**src/rtl/display_scheduler_pkg.sv**
```systemverilog
// Shared types and constants for the two-digit display scheduler.
package display_scheduler_pkg;

  typedef enum logic [1:0] {
    ST_IDLE    = 2'd0,
    ST_LATCH   = 2'd1,
    ST_CONVERT = 2'd2,
    ST_SHOW    = 2'd3
  } state_e;

  localparam int DISPLAY_MAX = 99;
  localparam int RADIX       = 10;

  // One BCD digit as consumed by the seven-segment decoder.
  typedef logic [3:0] digit_t;

endpackage

```
**src/rtl/display_scheduler_bcd2_iter.sv**
```systemverilog
// Iterative two-digit binary-to-BCD converter: subtracts RADIX once per cycle
// until the remainder drops below RADIX. Input must already be clamped to 0..99.
module bcd2_iter
  import display_scheduler_pkg::*;
(
  input  logic       clock,
  input  logic       reset,
  input  logic       start_i,
  input  logic       abort_i,
  input  logic [6:0] val_i,
  output logic       busy_o,
  output logic       done_o,
  output digit_t     tens_o,
  output digit_t     ones_o
);

  logic [6:0] rem_q, rem_d;
  digit_t     acc_q, acc_d;
  logic       busy_q, busy_d;
  logic       ge_radix;

  assign ge_radix = (rem_q >= 7'(RADIX));

  // Next-state: load on start, one subtract step per cycle while busy.
  always_comb begin
    rem_d  = rem_q;
    acc_d  = acc_q;
    busy_d = busy_q;
    if (start_i) begin
      rem_d  = val_i;
      acc_d  = '0;
      busy_d = 1'b1;
    end else if (abort_i) begin
      busy_d = 1'b0;
    end else if (busy_q) begin
      if (ge_radix) begin
        rem_d = rem_q - 7'(RADIX);
        acc_d = acc_q + 4'd1;
      end else begin
        busy_d = 1'b0;
      end
    end
  end

  // Converter state registers.
  always_ff @(posedge clock or posedge reset) begin
    if (reset) begin
      rem_q  <= '0;
      acc_q  <= '0;
      busy_q <= 1'b0;
    end else begin
      rem_q  <= rem_d;
      acc_q  <= acc_d;
      busy_q <= busy_d;
    end
  end

  // done is valid for the single cycle where the remainder is final.
  assign busy_o = busy_q;
  assign done_o = busy_q && !ge_radix;
  assign tens_o = acc_q;
  assign ones_o = rem_q[3:0];

endmodule

```
**src/rtl/display_scheduler.sv**
```systemverilog
// Round-robin time-sharing of a two-digit readout between NUM_SRC sources,
// with per-source dwell, clamp to 0..99 and iterative BCD conversion.
module display_scheduler
  import display_scheduler_pkg::*;
#(
  parameter int NUM_SRC      = 3,
  parameter int VAL_W        = 32,
  parameter int DWELL_CYCLES = 50000000,
  parameter int CNT_W        = 26
) (
  input  logic                     clock,
  input  logic                     reset,
  input  logic [NUM_SRC*VAL_W-1:0] src_value,
  input  logic [NUM_SRC-1:0]       src_valid,
  input  logic                     hold,
  output logic [3:0]               tens,
  output logic [3:0]               ones,
  output logic                     digits_valid,
  output logic [1:0]               src_sel,
  output logic                     overflow
);

  state_e           state_q, state_d;
  logic [1:0]       rr_q, rr_d;
  logic [1:0]       sel_q, sel_d;
  logic [CNT_W-1:0] cnt_q, cnt_d;
  digit_t           tens_q, tens_d, ones_q, ones_d;
  logic             ovf_q, ovf_d, ovf_pend_q, ovf_pend_d;
  logic             dv_q, dv_d;

  logic [VAL_W-1:0] cur_val;
  logic             cur_valid;
  logic             over_max;
  logic [6:0]       conv_val;
  logic [1:0]       sel_inc;
  logic [1:0]       arb_ptr, arb_idx, arb_scan;
  logic             arb_found;
  logic             conv_start, conv_abort, conv_busy, conv_done;
  digit_t           conv_tens, conv_ones;

  // Value and request of the currently selected source.
  always_comb begin
    cur_val   = '0;
    cur_valid = 1'b0;
    for (int i = 0; i < NUM_SRC; i++) begin
      if (sel_q == 2'(i)) begin
        cur_val   = src_value[i*VAL_W +: VAL_W];
        cur_valid = src_valid[i];
      end
    end
  end

  assign over_max = (cur_val > VAL_W'(DISPLAY_MAX));
  assign conv_val = over_max ? 7'(DISPLAY_MAX) : cur_val[6:0];
  assign sel_inc  = (sel_q == 2'(NUM_SRC-1)) ? 2'd0 : sel_q + 2'd1;

  // On dwell expiry the search starts just past the current source.
  assign arb_ptr = (state_q == ST_SHOW) ? sel_inc : rr_q;

  // First valid source at or after arb_ptr, wrapping; scanned backwards so
  // the nearest hit is the last one written.
  always_comb begin
    arb_found = 1'b0;
    arb_idx   = '0;
    arb_scan  = '0;
    for (int k = NUM_SRC-1; k >= 0; k--) begin
      arb_scan = 2'((int'(arb_ptr) + k) % NUM_SRC);
      if (src_valid[arb_scan]) begin
        arb_found = 1'b1;
        arb_idx   = arb_scan;
      end
    end
  end

  bcd2_iter u_bcd (
    .clock   (clock),
    .reset   (reset),
    .start_i (conv_start),
    .abort_i (conv_abort),
    .val_i   (conv_val),
    .busy_o  (conv_busy),
    .done_o  (conv_done),
    .tens_o  (conv_tens),
    .ones_o  (conv_ones)
  );

  // Scheduler FSM: arbitration, latch, conversion handshake and dwell.
  always_comb begin
    state_d    = state_q;
    rr_d       = rr_q;
    sel_d      = sel_q;
    cnt_d      = cnt_q;
    tens_d     = tens_q;
    ones_d     = ones_q;
    ovf_d      = ovf_q;
    ovf_pend_d = ovf_pend_q;
    dv_d       = dv_q;
    conv_start = 1'b0;
    conv_abort = 1'b0;
    case (state_q)
      ST_IDLE: begin
        dv_d = 1'b0;
        if (arb_found) begin
          sel_d   = arb_idx;
          state_d = ST_LATCH;
        end
      end
      ST_LATCH: begin
        conv_start = 1'b1;
        ovf_pend_d = over_max;
        state_d    = ST_CONVERT;
      end
      ST_CONVERT: begin
        if (!cur_valid) begin
          conv_abort = 1'b1;
          dv_d       = 1'b0;
          rr_d       = sel_inc;
          state_d    = ST_IDLE;
        end else if (conv_busy && conv_done) begin
          tens_d  = conv_tens;
          ones_d  = conv_ones;
          ovf_d   = ovf_pend_q;
          dv_d    = 1'b1;
          cnt_d   = '0;
          state_d = ST_SHOW;
        end
      end
      ST_SHOW: begin
        if (!cur_valid) begin
          dv_d    = 1'b0;
          rr_d    = sel_inc;
          state_d = ST_IDLE;
        end else if (!hold) begin
          if (cnt_q == CNT_W'(DWELL_CYCLES-1)) begin
            rr_d = sel_inc;
            if (arb_found) begin
              sel_d = arb_idx;
              // A same-source refresh keeps the old digits on display.
              if (arb_idx != sel_q) dv_d = 1'b0;
              state_d = ST_LATCH;
            end else begin
              dv_d    = 1'b0;
              state_d = ST_IDLE;
            end
          end else begin
            cnt_d = cnt_q + CNT_W'(1);
          end
        end
      end
      default: state_d = ST_IDLE;
    endcase
  end

  // Scheduler state and output registers.
  always_ff @(posedge clock or posedge reset) begin
    if (reset) begin
      state_q    <= ST_IDLE;
      rr_q       <= '0;
      sel_q      <= '0;
      cnt_q      <= '0;
      tens_q     <= '0;
      ones_q     <= '0;
      ovf_q      <= 1'b0;
      ovf_pend_q <= 1'b0;
      dv_q       <= 1'b0;
    end else begin
      state_q    <= state_d;
      rr_q       <= rr_d;
      sel_q      <= sel_d;
      cnt_q      <= cnt_d;
      tens_q     <= tens_d;
      ones_q     <= ones_d;
      ovf_q      <= ovf_d;
      ovf_pend_q <= ovf_pend_d;
      dv_q       <= dv_d;
    end
  end

  assign tens         = tens_q;
  assign ones         = ones_q;
  assign digits_valid = dv_q;
  assign src_sel      = sel_q;
  assign overflow     = ovf_q;

endmodule

```
**config.mk**
```make
export PLATFORM = sky130hd
export DESIGN_NAME = display_scheduler
export DESIGN_NICKNAME = d
export VERILOG_FILES = /design/src/rtl/display_scheduler_pkg.sv /design/src/rtl/display_scheduler_bcd2_iter.sv /design/src/rtl/display_scheduler.sv
export SDC_FILE = /design/constraint.sdc
export NUM_CORES = 1
export LEC_CHECK = 0
export CORE_ASPECT_RATIO = 1.1
export CORE_MARGIN = 2
export CORE_UTILIZATION = 40
export DETAILED_ROUTE_END_ITERATION = 12
export PLACE_DENSITY = 0.72
export SLEW_MARGIN = 40
export SYNTH_ARGS = -nofsm -noshare
export SYNTH_HDL_FRONTEND = slang
export SYNTH_SLANG_ARGS = --single-unit
```
**constraint.sdc**
```tcl
create_clock -name clock -period 7.4 [get_ports clock]
set_input_delay 1.48 -clock clock [delete_from_list [all_inputs] [get_ports clock]]
set_output_delay 1.48 -clock clock [all_outputs]
set_load 0.02 [all_outputs]
```
==> impl_metrics.prom <==
# TYPE chip_impl_metric gauge
chip_impl_metric{name="setup_slack",unit="ps"} 3810
chip_impl_metric{name="drt-vias-per-instance",unit=""} 5.39
chip_impl_metric{name="detailedRoute.firstPassIterationCount",unit=""} 4
chip_impl_metric{name="yosysUniqueCellTypes",unit=""} 66
chip_impl_info{name="largest_area_contributor_in_the_synthesized_netlist",value="dfrtp_1"} 1
chip_impl_metric{name="postLayoutCoreUtil",unit="%"} 57.0
chip_impl_metric{name="place.detailed.hpwl",unit="mm"} 7.10
chip_impl_metric{name="worst_skew_pair_latency",unit="ps"} 320
chip_impl_metric{name="fp.dieW",unit="µm"} 93.0
chip_impl_metric{name="mappedNetlistArea",unit="mm²"} 0.00348
chip_impl_info{name="yosys.cell_count.top_type",value="dfrtp_1"} 1
chip_impl_info{name="status",value="complete, no violations"} 1
chip_impl_metric{name="dp_slack",unit="ps"} 3480
chip_impl_metric{name="fin_tns_setup",unit="ps"} 0
chip_impl_metric{name="synthDominantCellAreaShare",unit="%"} 39.5
chip_impl_metric{name="hold_depth",unit=""} 1
chip_impl_metric{name="achievable-frequency",unit="GHz"} 0.279
chip_impl_metric{name="maxSlewViolCount",unit=""} 0
chip_impl_metric{name="p_total",unit="µW"} 1150
chip_impl_metric{name="nets",unit=""} 579
chip_impl_metric{name="synthToLayoutAreaGrowth",unit="%"} 37.7
chip_impl_metric{name="postCtsSetupBuffers",unit=""} 0
chip_impl_info{name="setup_repair_after_global_routing_missed_its_margin",value="false"} 1
chip_impl_metric{name="clock_path_buffers",unit=""} 2
chip_impl_metric{name="die_h",unit="µm"} 102
chip_impl_metric{name="power.density_cell_area",unit="mW/mm²"} 241
chip_impl_metric{name="port-buffer-count",unit=""} 113
chip_impl_metric{name="grt-ovfl-total",unit=""} 0
chip_impl_metric{name="reg2reg_setup_slack",unit="ps"} 4250
chip_impl_metric{name="critPathRequiredTime",unit="ps"} 7600
chip_impl_metric{name="number_of_global_route_vias_before_repair",unit=""} 3231
chip_impl_metric{name="final_layout_size_suffix_gt1_share",unit="%"} 10.4
chip_impl_metric{name="start_util",unit="%"} 41.4
chip_impl_metric{name="finalClockSkew",unit="ps"} 12.8
chip_impl_info{name="timing.hold.worst.class",value="reg2reg"} 1
chip_impl_metric{name="holdBufCountCts",unit=""} 0
chip_impl_metric{name="seqCellArea",unit="mm²"} 0.00138
chip_impl_metric{name="numClockSinks",unit=""} 55
chip_impl_metric{name="fp.dieArea",unit="mm²"} 0.00947
chip_impl_metric{name="total_track_usage",unit="%"} 19.2
chip_impl_info{name="setup.worst_path.class",value="in2reg"} 1
chip_impl_metric{name="num_rows",unit=""} 35
chip_impl_metric{name="ff2ff_path_depth",unit=""} 8
chip_impl_metric{name="ys_async_sr_fraction",unit="%"} 100
chip_impl_metric{name="drt_iter0_markers",unit=""} 103
chip_impl_info{name="synthTopCellsByArea",value="dfrtp_1 (40%), mux2_2 (5.8%), nor2_1 (5.4%)"} 1
chip_impl_metric{name="cts.repair.resized",unit=""} 0
chip_impl_metric{name="antenna_left",unit=""} 0
chip_impl_info{name="synth_ff_type",value="dfrtp_1"} 1
chip_impl_metric{name="routed_wirelength",unit="mm"} 8.92
chip_impl_metric{name="number_of_antenna_violations_at_the_first_check_in_global_routing",unit=""} 0
chip_impl_metric{name="ys.warnings.count",unit=""} 0
chip_impl_metric{name="count_of_filler_cells_inserted_in_the_layout",unit=""} 779
chip_impl_metric{name="final-hold-violation-count",unit=""} 0
chip_impl_metric{name="worst_setup_hold_path_clk_slew",unit="ps"} 110
chip_impl_metric{name="ys_ff_latch",unit=""} 55
chip_impl_info{name="clk_root_buffer_cell",value="clkbuf_8"} 1
chip_impl_info{name="ys_top_cells_by_count",value="dfrtp_1 (55), nor2_1 (50), nand2_1 (24), mux2_2 (18)"} 1
chip_impl_info{name="hold_critical_path_endpoint",value="rr_q[1]"} 1
chip_impl_metric{name="routabilityCongestion",unit=""} 0.859
chip_impl_info{name="r2r_end",value="digits_valid"} 1
chip_impl_info{name="cts_tree",value="built"} 1
chip_impl_metric{name="setup_viol",unit=""} 0
chip_impl_metric{name="drc_violation_count_after_routing",unit=""} 0
chip_impl_metric{name="slew_margin_rel",unit="%"} 49.4
chip_impl_metric{name="worst-slew-pin-transition",unit="ps"} 760
chip_impl_info{name="hold_path_startpoint",value="rr_q[1]"} 1
chip_impl_metric{name="instances_no_fill",unit=""} 584
chip_impl_metric{name="area_of_combinational_cells_with_multiple_inputs",unit="mm²"} 0.00198
chip_impl_metric{name="synthCells",unit=""} 363
chip_impl_metric{name="vias",unit=""} 3149
chip_impl_metric{name="first_pass_grt_wire_length",unit="mm"} 14.7
chip_impl_metric{name="finalCritPeriodShare",unit="%"} 48.5
chip_impl_metric{name="number_of_top_level_pins",unit=""} 114
chip_impl_metric{name="synth_seq_area_share",unit="%"} 39.5
chip_impl_metric{name="grt_start_max_net_pins",unit=""} 56
chip_impl_metric{name="antenna-diode-count",unit=""} 0
chip_impl_metric{name="cts_htree_levels",unit=""} 2
chip_impl_metric{name="ir_drop",unit="mV"} 0.101
chip_impl_metric{name="critical_path_arrival",unit="ps"} 3790
chip_impl_metric{name="synth_fp_nets",unit=""} 470
chip_impl_metric{name="numCtsBuffers",unit=""} 5
chip_impl_metric{name="crit_path_max_fanout",unit=""} 13
chip_impl_info{name="cp-startpoint",value="src_valid[1]"} 1
chip_impl_metric{name="placedCellCount",unit=""} 576
chip_impl_metric{name="post_drt_wl_per_cell",unit="µm"} 15.3
chip_impl_metric{name="p_leak",unit="µW"} 0.00194
chip_impl_info{name="critical_path.endpoint_type",value="flop"} 1
chip_impl_metric{name="max_cap_viol_count",unit=""} 0
chip_impl_metric{name="avgSynthCellArea",unit="µm²"} 9.59
chip_impl_metric{name="synth_edf_count",unit=""} 0
chip_impl_info{name="rr_startpoint",value="src_sel[0]"} 1
chip_impl_info{name="crit_path_start_kind",value="input port"} 1
chip_impl_metric{name="core-area",unit="mm²"} 0.00841
chip_impl_metric{name="final_period_minus_worst_setup_slack",unit="ps"} 3590
report_power, final:
group | total [µW] | internal, µW | switching [µW]
Sequential | 443 | 363 | 80.6
Clock | 179 | 70.4 | 109
Combinational | 532 | 264 | 269
layout by cell type, fill, tap and decap left out, drive strengths merged, types with 2 or more instances in the layout:
cell / n
a21oi: 11
a221oi: 2
a22oi: 8
a2bb2oi: 2
a32o: 2
and2: 3
and3: 6
and4bb: 2
buf: 3
clkbuf: 5
clkdlybuf4s50: 113
clkinv: 2
dfrtp: 55
ha: 5
inv: 13
maj3: 2
mux2: 20
mux2i: 7
nand2: 24
nand2b: 2
nand3: 11
nand4: 13
nor2: 51
nor2b: 6
nor3: 10
nor4: 16
nor4b: 3
o211ai: 2
o21a: 3
o21ai: 13
o22ai: 2
o311ai: 2
o32ai: 2
or3: 4
or4: 4
xnor2: 14
xor2: 14
state kept, by name (all words and copies together), names as in the netlist:
register / cells
cnt_q: 26
u_bcd.rem_q: 7
ones: 4
tens: 4
u_bcd.tens_o: 4
rr_q: 2
src_sel: 2
state_q: 2
digits_valid: 1
overflow: 1
ovf_pend_q: 1
u_bcd.busy_o: 1
cell families after synthesis:
kind of cell	after synthesis	share of synthesized area, %
simple gates	159	26.2
compound gates	61	12.8
xor+xnor	28	7.04
flops	55	39.5
mux	27	8.48
buf+inv	26	3.63
fa+ha+maj	7	2.37
worst max path at each step:
stage,to,cells past startpoint
final,cnt_q[18],9
after global routing,cnt_q[18],9
after CTS,cnt_q[18],9
after detailed placement,cnt_q[18],9
after global placement,cnt_q[18],8
after floorplan,u_bcd.rem_q[1],7
cell type report:
cell class	instances	share of cell area, %
clock inverter	3	0.600
timing repair buffer	116	24.1
tap	111	2.90
sequential	55	28.7
inverter	12	0.940
clock buffer	5	1.44
multi-input combinational	282	41.3
worst max-delay path, stage by stage:
cell             delay (ps)
clkdlybuf4s50_1         480
mux2i_1                 280
a2bb2oi_2               310
nor3_2                   90
a22oi_2                 570
buf_4                   290
nor3_1                   80
xnor2_1                 150
nor2_1                   50
per-layer routing:
metal / up-vias / global-route usage, % / part of all wire (%)
met1: 1490 / 22.6 / 41
met4: 0 / 5.32 / 1.3
met5: - / 0 / 0
met2: 100 / 35.2 / 51
met3: 13 / 4.42 / 5.9
li1: 1546 / - / -
per-stage QoR:
stage | cell area (µm²) | hold slack (ps)
2_1_floorplan | 3480 | 459
3_3_place_gp | 4690 | 474
3_5_place_dp | 4700 | 482
4_1_cts | 4790 | 504
5_1_grt | 4790 | 535
6_report | 4790 | 503
Power figures use the tool's default switching activity.
